==> src/rtl/nn_pkg.sv <==
// Shared types and helpers for the NN result collector.
// fp_key maps fp32 bit patterns onto an unsigned total order.
package nn_pkg;

   localparam int FP_W      = 32;
   localparam int FRAME_LEN = 16;

   typedef enum logic {
      WR_FILL,
      WR_DROP
   } wr_state_e;

   function automatic logic [FP_W-1:0] fp_key(input logic [FP_W-1:0] x);
      return x[FP_W-1] ? ~x : (x ^ {1'b1, {(FP_W-1){1'b0}}});
   endfunction

endpackage

==> src/rtl/fp32_max.sv <==
// Combinational fp32 maximum under the fp_key ordering.
// Ties keep input a.
module fp32_max
   import nn_pkg::*;
(
   input  logic [FP_W-1:0] a,
   input  logic [FP_W-1:0] b,
   output logic [FP_W-1:0] y
);

   assign y = (fp_key(b) > fp_key(a)) ? b : a;

endmodule

==> src/rtl/nn_out_collector.sv <==
// Ping-pong frame collector for the NN result stream.
// Serves completed frames with last marker and frame maximum.
module nn_out_collector #(
   parameter int DATA_W    = nn_pkg::FP_W,
   parameter int FRAME_LEN = nn_pkg::FRAME_LEN
) (
   input  logic              clk,
   input  logic              rst,
   input  logic              in_valid,
   input  logic [DATA_W-1:0] in_data,
   output logic              out_valid,
   input  logic              out_ready,
   output logic [DATA_W-1:0] out_data,
   output logic              out_last,
   output logic [DATA_W-1:0] out_max,
   output logic              overflow,
   output logic              busy
);
   import nn_pkg::*;

   localparam int            CW   = $clog2(FRAME_LEN);
   localparam logic [CW-1:0] LAST = CW'(FRAME_LEN - 1);

   wr_state_e state_q, state_d;
   logic      wr_bank_q, wr_bank_d;
   logic      rd_bank_q, rd_bank_d;
   logic [CW-1:0] wr_cnt_q, wr_cnt_d;
   logic [CW-1:0] rd_cnt_q, rd_cnt_d;
   logic [1:0]    full_q, full_d;
   logic          overflow_q, overflow_d;
   logic [1:0][DATA_W-1:0] max_q, max_d;
   logic [1:0][FRAME_LEN-1:0][DATA_W-1:0] bank_q, bank_d;
   logic [DATA_W-1:0] run_max;
   logic              rd_fire;

   fp32_max u_max (
      .a (max_q[wr_bank_q]),
      .b (in_data),
      .y (run_max)
   );

   always_comb begin
      state_d    = state_q;
      wr_bank_d  = wr_bank_q;
      wr_cnt_d   = wr_cnt_q;
      rd_bank_d  = rd_bank_q;
      rd_cnt_d   = rd_cnt_q;
      full_d     = full_q;
      overflow_d = overflow_q;
      max_d      = max_q;
      bank_d     = bank_q;
      rd_fire    = full_q[rd_bank_q] & out_ready;

      if (rd_fire) begin
         if (rd_cnt_q == LAST) begin
            full_d[rd_bank_q] = 1'b0;
            rd_bank_d         = ~rd_bank_q;
            rd_cnt_d          = '0;
         end else begin
            rd_cnt_d = rd_cnt_q + CW'(1);
         end
      end

      // Set-full targets wr_bank, never the bank being cleared this cycle.
      if (in_valid) begin
         unique case (state_q)
            WR_FILL: begin
               if (wr_cnt_q == '0 && full_q[wr_bank_q]) begin
                  state_d    = WR_DROP;
                  overflow_d = 1'b1;
                  wr_cnt_d   = CW'(1);
               end else begin
                  bank_d[wr_bank_q][wr_cnt_q] = in_data;
                  max_d[wr_bank_q] = (wr_cnt_q == '0) ? in_data : run_max;
                  if (wr_cnt_q == LAST) begin
                     full_d[wr_bank_q] = 1'b1;
                     wr_bank_d         = ~wr_bank_q;
                     wr_cnt_d          = '0;
                  end else begin
                     wr_cnt_d = wr_cnt_q + CW'(1);
                  end
               end
            end
            WR_DROP: begin
               if (wr_cnt_q == LAST) begin
                  state_d  = WR_FILL;
                  wr_cnt_d = '0;
               end else begin
                  wr_cnt_d = wr_cnt_q + CW'(1);
               end
            end
         endcase
      end
   end

   always_ff @(posedge clk) begin
      if (rst) begin
         state_q    <= WR_FILL;
         wr_bank_q  <= 1'b0;
         wr_cnt_q   <= '0;
         rd_bank_q  <= 1'b0;
         rd_cnt_q   <= '0;
         full_q     <= '0;
         overflow_q <= 1'b0;
      end else begin
         state_q    <= state_d;
         wr_bank_q  <= wr_bank_d;
         wr_cnt_q   <= wr_cnt_d;
         rd_bank_q  <= rd_bank_d;
         rd_cnt_q   <= rd_cnt_d;
         full_q     <= full_d;
         overflow_q <= overflow_d;
      end
   end

   always_ff @(posedge clk) begin
      max_q  <= max_d;
      bank_q <= bank_d;
   end

   assign out_valid = full_q[rd_bank_q];
   assign out_data  = out_valid ? bank_q[rd_bank_q][rd_cnt_q] : '0;
   assign out_last  = out_valid & (rd_cnt_q == LAST);
   assign out_max   = out_valid ? max_q[rd_bank_q] : '0;
   assign overflow  = overflow_q;
   assign busy      = (|full_q) | (wr_cnt_q != '0);

endmodule
==> config.mk <==
export PLATFORM = sky130hd
export DESIGN_NAME = nn_out_collector
export DESIGN_NICKNAME = d
export VERILOG_FILES = /design/src/rtl/nn_pkg.sv /design/src/rtl/fp32_max.sv /design/src/rtl/nn_out_collector.sv
export SDC_FILE = /design/constraint.sdc
export NUM_CORES = 1
export LEC_CHECK = 0
export CORE_MARGIN = 8
export CORE_UTILIZATION = 60
export DETAILED_ROUTE_END_ITERATION = 16
export PLACE_DENSITY = 0.83
export SLEW_MARGIN = 10
export SYNTH_ARGS = -nofsm -noshare
export SYNTH_HDL_FRONTEND = slang
export SYNTH_SLANG_ARGS = --single-unit
==> constraint.sdc <==
create_clock -name clk -period 7 [get_ports clk]
set_clock_uncertainty 0.2 [all_clocks]
set_input_delay 1.75 -clock clk [delete_from_list [all_inputs] [get_ports clk]]
set_output_delay 1.75 -clock clk [all_outputs]
set_load 0.01 [all_outputs]
==> results list <==
* Buffers plus inverters on the worst setup path: 2
- Kind of end point of the critical path: primary output
* Post-synthesis cell area: 44200 µm²
- In this run the worst path has a maximum fanout of 37.
- Once the clock tree was built, the setup fixing pass inserted 0 buffers.
* DR iter-0 viols: 3475
* Tightest Hold Check Type: reg2reg
- Each instance of the synthesized netlist takes up on average 22.1 µm².
* Area share of the largest cell type after synthesis: 0.740
- Outcome: complete, no violations
* Remaining number of nets flagged by the antenna check after routing: 0
* Cell-by-cell trace of the critical path: buf_4, mux4_2, mux4_2, mux2i_1, nor2_1, clkdlybuf4s50_1
- In the routed layout, each cell is associated on average with a via count of 6.99.
- Clock latency on the worst-skew pair: 0.67 ns
* Hold buffer count at CTS: 0
* Number of gates resized after CTS: 0
- Dividing the final minimum period by the clock period gives 0.907.
- Instance count after placement with tap cells included: 3061
* Arrival time at the worst endpoint: 4.40 ns
- Clock tree from TritonCTS: done
* Effective utilization at floorplan: 0.605
- Setup violations remaining at the end of the flow were counted as 0.
- Critical path required time: 5.05 ns
- Counting the fill cells in the layout gives 4126.
- Type of the worst setup path: reg2out
- Synthesis produced a netlist with a net count of 2073.
- Final Hold Vio Count: 0
- Pins Over Slew Limit: 0
- For the pin with the worst max-slew slack, the measured transition is 1.18 ns.
- For this run, the number of standard cells in the final layout without fillers is 3253.
- Input and output buffers added on the ports amount to 103.
- Number of global-route vias before repair: 23.8k
* Share of layout cells above drive strength 1: 0.277
- The netlist uses 39 different library cells.
- In this run the tightest slew margin relative to its limit is 0.217.
* Total via count in the routed design: 22.7k
- Maximum level of the CTS H-tree: 3
* Post-synthesis sequential element count: 1102
- Width of the die: 287 µm
- The first global-routing pass estimated 171 mm of wire.
- Setup repair after global routing left no endpoint under its margin.
* MaxCap Viol Count: 0
- Entering global routing, the biggest net connects 68 pins.
* Cell type with the highest occurrence count on the critical path: mux4_2
- CTS Buf Count: 104
- Across the VDD grid, the largest voltage drop is 285 µV.
- Startpoint kind of the worst setup timing path: register
- Clock tree root driver cell: clkbuf_16
* Global-route total usage across every layer: 0.292
- After detailed routing, the average wire length per cell comes to 37.0 µm.
- Summed over all layers, the global routing overflow is 0.
* Die Ht: 287 µm
- Among cell families on the critical path, the largest total delay comes from multiplexers.
- Adding up every negative setup slack in the final design gives 0 ns.
- For this design the top-level I/O count stands at 104.
- Total leakage power: 15.8 nW
- The clock passes through at most 3 buffers.
- At the end of routability-driven placement, the weighted congestion stood at 0.821.
- Placement row count: 99
- Die Area: 82600 µm²
- Crit path max-delay cell type: dfxtp_4
- DRC errors left: 0
* Top cell type by total area after synthesis: edfxtp_1
- Pwr/cell area: 281 nW/µm²
* Clock period minus worst slack: 6.35 ns
* Max stage delay on crit path: 0.84 ns
* Antenna violations before repair: 4
* Total Nets Final: 2281
- The Yosys step of the flow raised 0 warnings.
- Estimated wirelength of the detail-placed design: 65.5 mm
- For this run, the register share of the synthesized area comes to 0.746.
- Count of TritonRoute iterations in the first routing pass: 5
- Final total power: 0.0142 W
* Total clock sinks: 1102
* Area Growth Syn to Fin: 14.5%
- Highest Clock Rate: 0.158 GHz
- Routed WL: 120 mm
- Clock transition at the registers of the reported paths: 0.06 ns
* Synth area leaders: edfxtp_1 (74%), mux4_2 (16%), mux2i_1 (3.0%)
* Synthesized instance count: 2000
- Core outline area: 73000 µm²
-- worst reg2reg max path, delay by kind of cell, from the launching register on --
kind	cells	cell delay [ns]
and+or+nand+nor	3	0.76
buffers and inverters	2	0.82
AOI/OAI and AO/OA	3	0.57
DFF	1	0.42
xor gates and xnor gates	1	0.20
muxes	2	1.02
adders and majority gates	1	0.34
-- cell usage after synthesis --
cell type and instances:
nor3_1 6, or3_1 2, buf_1 20, a21boi_0 1
o21ai_0 7, mux2i_1 132, nand2_1 16, nor3b_1 2
a311oi_1 2, nand4_1 5, a22oi_2 1, o211ai_1 1
xnor2_1 31, nor4b_1 3, ha_1 37, a211oi_1 4
a2111oi_0 1, a21oi_1 21, and2_1 18, xor2_1 34
a21o_1 2, edfxtp_1 1088, buf_6 3, or4_1 1
and3_1 14, buf_2 25, o31ai_1 1, mux4_2 320
nand3_1 6, and4_1 4, inv_1 37, or2_2 1
dfxtp_1 14, nor4_1 1, nor2b_1 2, nand2b_1 1
clkbuf_1 44, nor2_1 78, buf_4 14
-- where the power goes --
group	internal [W]	switching (W)	total, W
Combinational	0.000240	0.000432	0.000671
Sequential	0.00733	0.0000276	0.00736
Clock	0.00365	0.00253	0.00618
Total	0.0112	0.00299	0.0142
-- state kept, by name (all words and copies together), names as in the netlist --
register   flops
rd_cnt_q       4
rd_bank_q      1
overflow       1
max_q         64
state_q        1
wr_bank_q      1
bank_q      1024
wr_cnt_q       4
full_q         2
-- routing by layer --
metal | up-vias | GRT usage | wire [µm]
li1 | 8753 | - | -
met1 | 11800 | 0.388 | 41200
met2 | 1861 | 0.467 | 58300
met3 | 350 | 0.0733 | 15400
met4 | 4 | 0.120 | 5270
met5 | - | 0 | 28
-- final timing paths --
path | startpoint | to | slack (ns) | depth (start not counted)
hold reg to reg | overflow | overflow | 0.32 | 2
setup / recovery | rd_bank_q | out_data[21] | 0.65 | 6
hold / removal | overflow | overflow | 0.32 | 2
setup reg to reg | max_q[31] | max_q[32] | 2.48 | 12
-- kinds of logic after synthesis --
kind of cell / after synthesis / synth area share
xor+xnor: 65 / 0.0129
flops: 1102 / 0.746
simple gates: 160 / 0.0175
fa+ha+maj: 37 / 0.0105
compound gates: 41 / 0.00558
mux: 452 / 0.193
buf+inv: 143 / 0.0146
-- cells in the final DEF (no fill, tap or decap), types with 4 or more instances in the layout --
cell type and instances:
clkdlybuf4s50_1 102, edfxtp_1 1088, and2_2 16, nand2_1 16, xnor2_1 31, clkinv_2 21, bufinv_16 22, clkinv_1 6
mux2i_1 130, nor3_1 5, dfxtp_4 4, dfxtp_1 8, inv_1 36, nand3_1 6, clkinvlp_4 8, o21ai_0 7
buf_12 8, xor2_1 34, nand4_1 5, clkbuf_1 18, nor2_1 78, a21oi_1 20, ha_1 37, buf_4 97
and3_2 13, clkbuf_16 107, and4_1 4, mux4_2 320
-- metrics by stage --
| stage | area (µm²) | worst slack (ns) | hold WS, ns | utilization |
|---|---|---|---|---|
| global route | 50600 | 0.517 | 0.334 | 0.694 |
| finish | 50600 | 0.653 | 0.316 | 0.694 |
| global placement | 46900 | 1.42 | 0.267 | 0.643 |
| CTS | 50600 | 0.643 | 0.315 | 0.693 |
| detailed placement | 46900 | 1.42 | 0.268 | 0.643 |
| floorplan | 44200 | 0.422 | 0.270 | - |
-- cell type report --
type	count	area, µm²	share of cell area
Tap cell	959	1200	0.0237
Multi-Input combinational cell	755	10700	0.211
Timing Repair Buffer	208	1910	0.0378
Clock inverter	62	911	0.0180
Clock buffer	128	2790	0.0551
Antenna cell	2	5.00	0.0000989
Inverter	37	139	0.00274
Sequential cell	1102	33000	0.652
(Power assumes the default switching activity.)
